`src/rtl/m68k_bus_pkg.sv`:
```
// Shared encodings and helpers for the 68030-style bus initiator:
// SIZ codes, port widths, FSM states and byte-count arithmetic.
package m68k_bus_pkg;

   localparam logic [1:0] SIZ_LONG  = 2'b00;
   localparam logic [1:0] SIZ_BYTE  = 2'b01;
   localparam logic [1:0] SIZ_WORD  = 2'b10;
   localparam logic [1:0] SIZ_3BYTE = 2'b11;

   typedef enum logic [1:0] {
      PORT8  = 2'd0,
      PORT16 = 2'd1,
      PORT32 = 2'd2
   } port_t;

   typedef enum logic [2:0] {
      IDLE, SETUP, STROBE, WAIT, TERM, RECOVER, ERROR
   } state_t;

   // Bytes transferred by one bus cycle: limited by the port's remaining lanes.
   function automatic logic [2:0] n_bytes(input port_t port, input logic [1:0] a,
                                          input logic [2:0] rem);
      logic [2:0] room;
      case (port)
         PORT32:  room = 3'd4 - {1'b0, a};
         PORT16:  room = 3'd2 - {2'b00, a[0]};
         default: room = 3'd1;
      endcase
      return (rem < room) ? rem : room;
   endfunction

   // 4 maps to 00 naturally by truncation; 1..3 are their own SIZ code.
   function automatic logic [1:0] siz_from_rem(input logic [2:0] rem);
      return rem[1:0];
   endfunction

   function automatic logic [2:0] rem_from_siz(input logic [1:0] siz);
      return (siz == SIZ_LONG) ? 3'd4 : {1'b0, siz};
   endfunction

endpackage

```
`src/rtl/m68k_byte_lanes.sv`:
```
// Combinational byte-lane logic: write-data steering onto D31:0 and
// extraction of the n valid read bytes, right-aligned.
module m68k_byte_lanes
   import m68k_bus_pkg::*;
(
   input  logic [1:0]  i_a,
   input  port_t       i_port,
   input  logic [2:0]  i_n,
   input  logic [31:0] i_oper,
   input  logic [31:0] i_data_in,
   output logic [31:0] o_wdata,
   output logic [31:0] o_rbytes
);

   logic [7:0] w_b0, w_b1, w_b2, w_b3;
   logic [1:0] w_lane;

   assign {w_b0, w_b1, w_b2, w_b3} = i_oper;

   always_comb begin
      o_wdata = {w_b0, w_b1, w_b2, w_b3};
      case (i_a)
         2'b00: o_wdata = {w_b0, w_b1, w_b2, w_b3};
         2'b01: o_wdata = {w_b0, w_b0, w_b1, w_b2};
         2'b10: o_wdata = {w_b0, w_b1, w_b0, w_b1};
         2'b11: o_wdata = {w_b0, w_b0, w_b1, w_b0};
         default: o_wdata = {w_b0, w_b1, w_b2, w_b3};
      endcase
   end

   // First valid lane (lane 0 = D31:24), then drop everything past n bytes.
   always_comb begin
      w_lane = 2'b00;
      case (i_port)
         PORT32:  w_lane = i_a;
         PORT16:  w_lane = {1'b0, i_a[0]};
         default: w_lane = 2'b00;
      endcase
      o_rbytes = (i_data_in << {w_lane, 3'b000}) >> {(3'd4 - i_n), 3'b000};
   end

endmodule

```
`src/rtl/m68k_bus_initiator.sv`:
```
// 68030-style asynchronous bus master with dynamic bus sizing: one request
// becomes one or more AS_n/DS_n cycles terminated by DSACK or BERR.
module m68k_bus_initiator
   import m68k_bus_pkg::*;
#(
   parameter int TIMEOUT_CYCLES = 255,
   parameter int DS_WR_DELAY    = 1
) (
   input  logic        CLK,
   input  logic        RST_n,
   input  logic        req_valid,
   output logic        req_ready,
   input  logic        req_rw,
   input  logic [1:0]  req_size,
   input  logic [27:0] req_addr,
   input  logic [31:0] req_wdata,
   output logic        rsp_valid,
   output logic        rsp_err,
   output logic [31:0] rsp_rdata,
   output logic [27:0] ADDR,
   output logic        RW,
   output logic        SIZ0,
   output logic        SIZ1,
   output logic        AS_n,
   output logic        DS_n,
   output logic [31:0] DATA_OUT,
   output logic        DATA_OE,
   input  logic [31:0] DATA_IN,
   input  logic        DSACK0_n,
   input  logic        DSACK1_n,
   input  logic        BERR_n
);

   localparam int         TW     = $clog2(TIMEOUT_CYCLES + 1);
   localparam logic [1:0] DLY_M1 = 2'(DS_WR_DELAY - 1);

   state_t        r_state;
   logic          r_ready;
   logic          r_rw;
   logic [27:0]   r_addr;
   logic [2:0]    r_rem;
   logic [31:0]   r_oper;
   logic [31:0]   r_acc;
   port_t         r_port;
   logic [TW-1:0] r_tmo;
   logic [1:0]    r_dly;
   logic [2:0]    r_sync1, r_sync2;

   logic          w_berr, w_dsack0, w_dsack1, w_ack;
   port_t         w_port_now;
   logic [2:0]    w_n;
   logic [31:0]   w_wdata, w_rbytes;

   assign req_ready = r_ready;

   // {BERR, DSACK1, DSACK0} through two flops before any decision uses them.
   always_ff @(posedge CLK or negedge RST_n) begin
      if (!RST_n) begin
         r_sync1 <= 3'b111;
         r_sync2 <= 3'b111;
      end else begin
         r_sync1 <= {BERR_n, DSACK1_n, DSACK0_n};
         r_sync2 <= r_sync1;
      end
   end

   assign w_berr   = ~r_sync2[2];
   assign w_dsack1 = ~r_sync2[1];
   assign w_dsack0 = ~r_sync2[0];
   assign w_ack    = w_dsack0 | w_dsack1;

   always_comb begin
      w_port_now = PORT8;
      if (w_dsack1 && w_dsack0)
         w_port_now = PORT32;
      else if (w_dsack1)
         w_port_now = PORT16;
   end

   assign w_n = n_bytes(r_port, r_addr[1:0], r_rem);

   m68k_byte_lanes u_lanes (
      .i_a       (r_addr[1:0]),
      .i_port    (r_port),
      .i_n       (w_n),
      .i_oper    (r_oper),
      .i_data_in (DATA_IN),
      .o_wdata   (w_wdata),
      .o_rbytes  (w_rbytes)
   );

   always_ff @(posedge CLK or negedge RST_n) begin
      if (!RST_n) begin
         r_state   <= IDLE;
         r_ready   <= 1'b1;
         r_rw      <= 1'b1;
         r_addr    <= '0;
         r_rem     <= '0;
         r_oper    <= '0;
         r_acc     <= '0;
         r_port    <= PORT8;
         r_tmo     <= '0;
         r_dly     <= '0;
         rsp_valid <= 1'b0;
         rsp_err   <= 1'b0;
         rsp_rdata <= '0;
         ADDR      <= '0;
         RW        <= 1'b1;
         SIZ0      <= 1'b0;
         SIZ1      <= 1'b0;
         AS_n      <= 1'b1;
         DS_n      <= 1'b1;
         DATA_OUT  <= '0;
         DATA_OE   <= 1'b0;
      end else begin
         rsp_valid <= 1'b0;
         case (r_state)
            IDLE: begin
               if (req_valid && r_ready) begin
                  r_ready <= 1'b0;
                  r_rw    <= req_rw;
                  r_addr  <= req_addr;
                  r_rem   <= rem_from_siz(req_size);
                  // Left-align the operand so b0 always sits in bits 31:24.
                  r_oper  <= req_wdata << {(3'd4 - rem_from_siz(req_size)), 3'b000};
                  r_acc   <= '0;
                  r_state <= SETUP;
               end
            end
            SETUP: begin
               ADDR         <= r_addr;
               {SIZ1, SIZ0} <= siz_from_rem(r_rem);
               RW           <= r_rw;
               if (!r_rw) begin
                  DATA_OUT <= w_wdata;
                  DATA_OE  <= 1'b1;
               end
               r_tmo   <= '0;
               r_dly   <= '0;
               r_state <= STROBE;
            end
            STROBE: begin
               AS_n <= 1'b0;
               if (r_rw || DS_WR_DELAY == 0)
                  DS_n <= 1'b0;
               r_state <= WAIT;
            end
            WAIT: begin
               if (DS_n) begin
                  r_dly <= r_dly + 2'd1;
                  if (r_dly == DLY_M1)
                     DS_n <= 1'b0;
               end
               if (w_berr) begin
                  AS_n    <= 1'b1;
                  DS_n    <= 1'b1;
                  DATA_OE <= 1'b0;
                  r_state <= ERROR;
               end else if (w_ack) begin
                  r_port  <= w_port_now;
                  r_state <= TERM;
               end else if (r_tmo == TW'(TIMEOUT_CYCLES)) begin
                  AS_n    <= 1'b1;
                  DS_n    <= 1'b1;
                  DATA_OE <= 1'b0;
                  r_state <= ERROR;
               end else begin
                  r_tmo <= r_tmo + 1'b1;
               end
            end
            TERM: begin
               AS_n    <= 1'b1;
               DS_n    <= 1'b1;
               DATA_OE <= 1'b0;
               r_acc   <= (r_acc << {w_n, 3'b000}) | w_rbytes;
               r_oper  <= r_oper << {w_n, 3'b000};
               r_addr  <= r_addr + {25'd0, w_n};
               r_rem   <= r_rem - w_n;
               r_state <= RECOVER;
            end
            RECOVER: begin
               if (!w_ack) begin
                  if (r_rem != 3'd0) begin
                     r_state <= SETUP;
                  end else begin
                     rsp_valid <= 1'b1;
                     rsp_err   <= 1'b0;
                     rsp_rdata <= r_rw ? r_acc : 32'd0;
                     r_ready   <= 1'b1;
                     r_state   <= IDLE;
                  end
               end
            end
            ERROR: begin
               if (r_sync2 == 3'b111) begin
                  rsp_valid <= 1'b1;
                  rsp_err   <= 1'b1;
                  rsp_rdata <= '0;
                  r_ready   <= 1'b1;
                  r_state   <= IDLE;
               end
            end
            default: r_state <= IDLE;
         endcase
      end
   end

endmodule

```
`config.mk`:
```
export PLATFORM = sky130hd
export DESIGN_NAME = m68k_bus_initiator
export DESIGN_NICKNAME = d
export VERILOG_FILES = /design/src/rtl/m68k_bus_pkg.sv /design/src/rtl/m68k_byte_lanes.sv /design/src/rtl/m68k_bus_initiator.sv
export SDC_FILE = /design/constraint.sdc
export NUM_CORES = 1
export LEC_CHECK = 0
export CAP_MARGIN = 40
export CORE_UTILIZATION = 45
export CTS_BUF_LIST = sky130_fd_sc_hd__clkbuf_4 sky130_fd_sc_hd__clkbuf_8
export DETAILED_ROUTE_END_ITERATION = 10
export PLACE_DENSITY = 0.78
export SLEW_MARGIN = 25
export SYNTH_ARGS = -nofsm -noshare
export SYNTH_HDL_FRONTEND = slang
export SYNTH_SLANG_ARGS = --single-unit
```
`constraint.sdc`:
```
create_clock -name CLK -period 8.45 [get_ports CLK]
set_clock_uncertainty 0.05 [all_clocks]
set_input_delay 0.845 -clock CLK [delete_from_list [all_inputs] [get_ports CLK]]
set_output_delay 0.845 -clock CLK [all_outputs]
set_load 0.1 [all_outputs]
```
Word level (Yosys, flattened, before mapping)
Index checks and enable logic that the tools add are counted.
W data, S select, Z words.

storage, ports and cells
  flip-flop bits (word level) = 218
  latch bits = 0
  bits in writable memories = 0
  memory bits (read-only) = 0
  word-level logic and storage cells = 155
  memories = 0

operators by class
  add/subtract/negate cells = 8
  multipliers = 0
  divide/modulo/power cells = 0
  order comparisons = 1
  equality and inequality tests = 26
  shifts and indexed selects = 5
  mux-type cells = 62
  bitwise gates (word level) = 5
  reductions and logical operators = 25

operator list
  kind                   count
  $mux W32               6
  $pmux W32 S2           3
  $pmux W32 S4           1
  $shl A32 B6 Y32        3
  $pmux W28 S2           1
  $or A32 B32 Y32        1
  $shl A32 B5 Y32        1
  $shr A32 B6 Y32        1
  $add A28 B3 Y28        1
  $mux W28               1
  $mux W3                9
  $mux W1                24
  $mux W8                3
  $pmux W3 S7            1
  $ne A2 B2 Y1 const B   10
  $pmux W8 S2            1
  $reduce_and A4 Y1      4
  $eq A3 B3 Y1 const B   4
  $pmux W1 S3            4
  $pmux W3 S2            2
  $reduce_bool A3 Y1     4
  $reduce_and A2 Y1      5
  $add A8 B1 Y8 const B  1
  $eq A8 B8 Y1 const B   1
  other kinds (23)       40

Depth between registers and ports, before layout
  depth after elaboration = 8
  depth in mapped cells = 20

By module
From an unflattened synthesis, not the netlist that was laid out.

second synthesis, totals
  cells, all modules = 1384
  area, all modules = 12500.7 um^2

modules (own cells, without submodules)
  module              times used  cells each  area each (um^2)  sequential area each (um^2)
  m68k_bus_initiator  1           1141        10815.4           5469.0
  m68k_byte_lanes     1           243         1685.4            0.0

Worst setup path before layout
Ideal clock, no wire load.

  path kind = flip-flop to flip-flop
  start = register r_addr[0]
  end = register r_addr[27]
  library setup time = 141 ps
  arrival time = 3841 ps
  data required time = 8259 ps
  path slack = 4418 ps
  stages on the path, launching flop included = 18
  path buffers = 2
  period minus slack after synthesis = 4032 ps
  cell sequence = dfrtp_1 > inv_1 > ha_1 > and2_1 > o21ai_1 > ha_1 > a21oi_1 > o21ai_1 > o21ba_2 > or2_1 > buf_6 > buf_4 > ha_1 > a21o_1 > a21oi_1 > or4_1 > o311ai_1 > o311ai_1

between the ends
  cells in the longest elaborated chain, start to end = 6
  elaborated cells between the ends (all ways) = 7

ends and longest elaborated chain
  item                                                   RTL line                                source
  from (decl)                                            m68k_bus_initiator.sv:40                logic [27:0] r_addr;
  from (signal assigned)                                 m68k_bus_initiator.sv:122               r_addr <= req_addr;
  from (signal assigned)                                 m68k_bus_initiator.sv:177               r_addr <= r_addr + {25'd0, w_n};
  $sub A3 B2 Y3 / $sub A2 B1 Y3 (equally long branches)  m68k_bus_pkg.sv:25, m68k_bus_pkg.sv:26
  $pmux W3 S2                                            m68k_bus_pkg.sv:24                      case (port)
  $lt A3 B3 Y1                                           m68k_bus_pkg.sv:29                      return (rem < room) ? rem : room;
  $mux W3                                                m68k_bus_pkg.sv:29
  $add A28 B3 Y28 (*)                                    m68k_bus_initiator.sv:177
  $pmux W28 S2 (*)                                       m68k_bus_initiator.sv:117               case (r_state)

Mark *: on every way between the ends. The rest lies on a longest branch, timed or not.
A chain may end at the register's enable or synchronous reset.

Worst setup path after layout
  start = register r_addr[0]
  end = register r_addr[13]

The elaborated chain is that of the path after synthesis.

==> qor.txt <==
status = completed
Synth Flop Type = dfrtp_1
combinational power share = 61.1%
Mapped Nets = 1,391
# DRC = 0
most frequent cell after synthesis = nand2_1
Die Y = 164.5 um
Max Slew Vio Count = 0
Max Cap Violations = 0
Antenna Violating Nets Remaining = 0
#FFs+latches synth = 218
CTS tree = done
antenna violations before repair = 0
antenna fix cells = 0
Worst Setup End Kind = flip-flop
layout cell share with drive strength beyond 1 = 16.24%
register area share after synthesis = 46.01%
Syn Area/Cell = 9.367 um2
core area = 25,980 um2
initial drt markers = 1,059
Via Count = 11,318
end point of the critical path = r_addr[13]
adder-cell share of the synthesized area = 2.337%
top cell type's share of synthesized area = 43.58%
Async SR Flop Fraction = 100.0%
peak supply drop = 0.4258 mV
setup TNS = 0 ns
Hold Vio Cnt, Final = 0
LEAKAGE = 7.081 nW
Int Power = 3.835 mW
RSZ-0062 raised after global routing = no
part of the power in the clock network = 13.8%
Final Cell Area = 16,650 um2
RR Endpoint = r_addr[13]
Max Buffers Root-to-Sink = 3
hold_ws = 0.2901 ns
post-synthesis mux area share = 6.568%
Post-synth EDFFs = 0
first-pass GRT wire length = 58,790 um
postcts setup bufs = 0
Post-Syn Area = 11,890 um2
CTS Sinks = 218
largest family of logic cells by synthesized area = compound AO/OA/AOI/OAI gates
clk root buf = clkbuf_8
Slew @ Worst Pin = 0.7662 ns
r2r setup slk = 3.65 ns
setup violators final = 0
Nets = 1,662
Critical Path Start Type = flip-flop
vias in the first global route = 11,158
Seq pwr share = 25.1%
worst min path class = in2async
first-pass detailed-route iteration total = 7
largest area contributor in the netlist = dfrtp_1
I/O Buffers = 201
placed cell area = 15,770 um2
CP required = 8.81 ns
CP Class = reg2reg
Post-Synthesis Cells = 1,269
routed wire length per instance = 19.22 um
Synth Area in XOR/XNOR = 0.7368%
DRT Wirelength = 36,620 um
HPWL Detailed = 26,250 um
pwr dens = 463.1 nW/um2
P_sw = 3.874 mW
min cycle time layout = 4.804 ns
htree depth = 2
row count = 59
Synth Area in Compound Gates = 23.74%
area grow syn2layout = 40.05%
largest net degree at the start of global routing = 92
Commonest cells post-synth = nand2_1 (268), dfrtp_1 (207), o21ai_0 (89)
Chip Width = 164.5 um
yosys warns = 0
total chip power = 7.709 mW
Critical Path Source = r_addr[0]
gr usage total = 27.51%
hold-fix buffers at CTS = 0
Initial Util = 45.74%
IO Pins = 202
Clock Pin Slew Worst Setup and Hold Paths = 0.06 ns
Clock Latency Late Sink = 0.55 ns
Reg2Reg Depth = 17
Tcrit/Tclk final = 56.85%
Post-Synth Simple-Gate Area = 15.86%
Post-CTS Resized = 0
r2r startpoint = r_addr[0]
gpl congestion = 1.012
fmax = 208.2 MHz
Max-Slew Margin vs Limit = 48.76%
GRT overflow = 0
TritonCTS Buffers = 39
vias per cell = 5.941
die area = 27,070 um2
CP Max Fanout = 22
WP data arrival = 5.16 ns
top post-synthesis cells by area = dfrtp_1 (44%), nand2_1 (8.5%), mux2i_1 (5.8%)
Unique masters post-synth = 81
sw frac = 50.26%
[metrics by stage]
| stage | setup slack (ns) | cells | utilization [%] |
|---|---|---|---|
| after floorplan | 4.418 | 1269 | - |
| after global placement | 3.862 | 1724 | 53.95 |
| after detailed placement | 3.713 | 1832 | 60.70 |
| after CTS | 3.717 | 1903 | 63.96 |
| after global routing | 3.385 | 1905 | 64.06 |
| final | 3.646 | 1905 | 64.06 |
[cell families (layout without fill, tap and decap cells)]
logic type | Yosys count | count (layout)
fa+ha+maj | 21 | 21
mux | 77 | 77
buf+inv | 125 | 426
xor+xnor | 10 | 10
simple gates | 428 | 428
flops | 218 | 218
compound gates | 390 | 390
[worst min-delay path by stage]
| stage | from | end | cells after the start |
|---|---|---|---|
| after floorplan | r_sync1[0] | r_sync2[0] | 0 |
| after global placement | r_sync1[0] | r_sync2[0] | 0 |
| after detailed placement | r_sync1[1] | r_sync2[1] | 0 |
| after CTS | r_sync1[0] | r_sync2[0] | 0 |
| after global routing | r_sync1[0] | r_sync2[0] | 0 |
| final | RST_n | rsp_rdata[21] | 1 |
[placed cells by master, fill, tap and decap left out, types with 18 or more instances in the layout]
cell type	count
a21oi_1	59
a221o_1	23
a221oi_1	18
a22oi_1	46
buf_8	96
clkbuf_4	20
clkbuf_8	48
clkdlybuf4s50_1	200
dfrtp_1	207
ha_1	19
inv_1	30
mux2i_1	69
nand2_1	268
nand3_1	24
nor2_1	60
o21ai_0	88
[worst max-delay path, stage by stage (launching register included)]
cell and delay, ns:
dfrtp_1 0.51, inv_1 0.15, ha_1 0.31, and2_1 0.14, o21ai_1 0.18, ha_1 0.29
a21oi_1 0.17, o21ai_1 0.11, nor3b_2 0.37, or2_1 0.25, buf_4 0.37, ha_1 0.31
a21o_1 0.17, a21oi_1 0.55, nor2_1 0.15, and2_1 0.20, nor3b_1 0.13, a221o_1 0.27
[registers in the layout, summed over array words and instances, names as in the netlist, 2 cells and up]
register	count
DATA_OUT	32
r_tmo	8
r_oper	32
r_port	2
r_addr	28
rsp_rdata	32
r_rem	3
r_dly	2
r_sync2	3
r_sync1	3
r_state	3
r_acc	32
ADDR	28
[cell type report]
class	count	area (um2)
clock inverters	4	51.30
fillers	2015	9338
flip-flops and latches	218	5469
well taps	335	419.2
multi-input cells	926	5897
inverters	31	121.4
clock buffers	67	797.0
repair buffers	324	3892
[power groups by stage]
stage	Sequential (mW)	Combinational (mW)	Clock (mW)
after floorplan	3.09	1.84	0
after global placement	1.91	3.92	0
after detailed placement	1.93	4.67	0
after CTS	1.92	4.69	1.08
after global routing	1.99	5.00	1.13
final	1.93	4.71	1.07
[metal layers]
layer / wire (um) / vias to the layer above / track usage, %
met3: 2695 / 95 / 4.897
met1: 15020 / 5440 / 35.91
met4: 1272 / 0 / 11.68
met2: 17640 / 562 / 44.92
li1: - / 5221 / -
met5: 0 / - / 0
(Power assumes the default switching activity.)
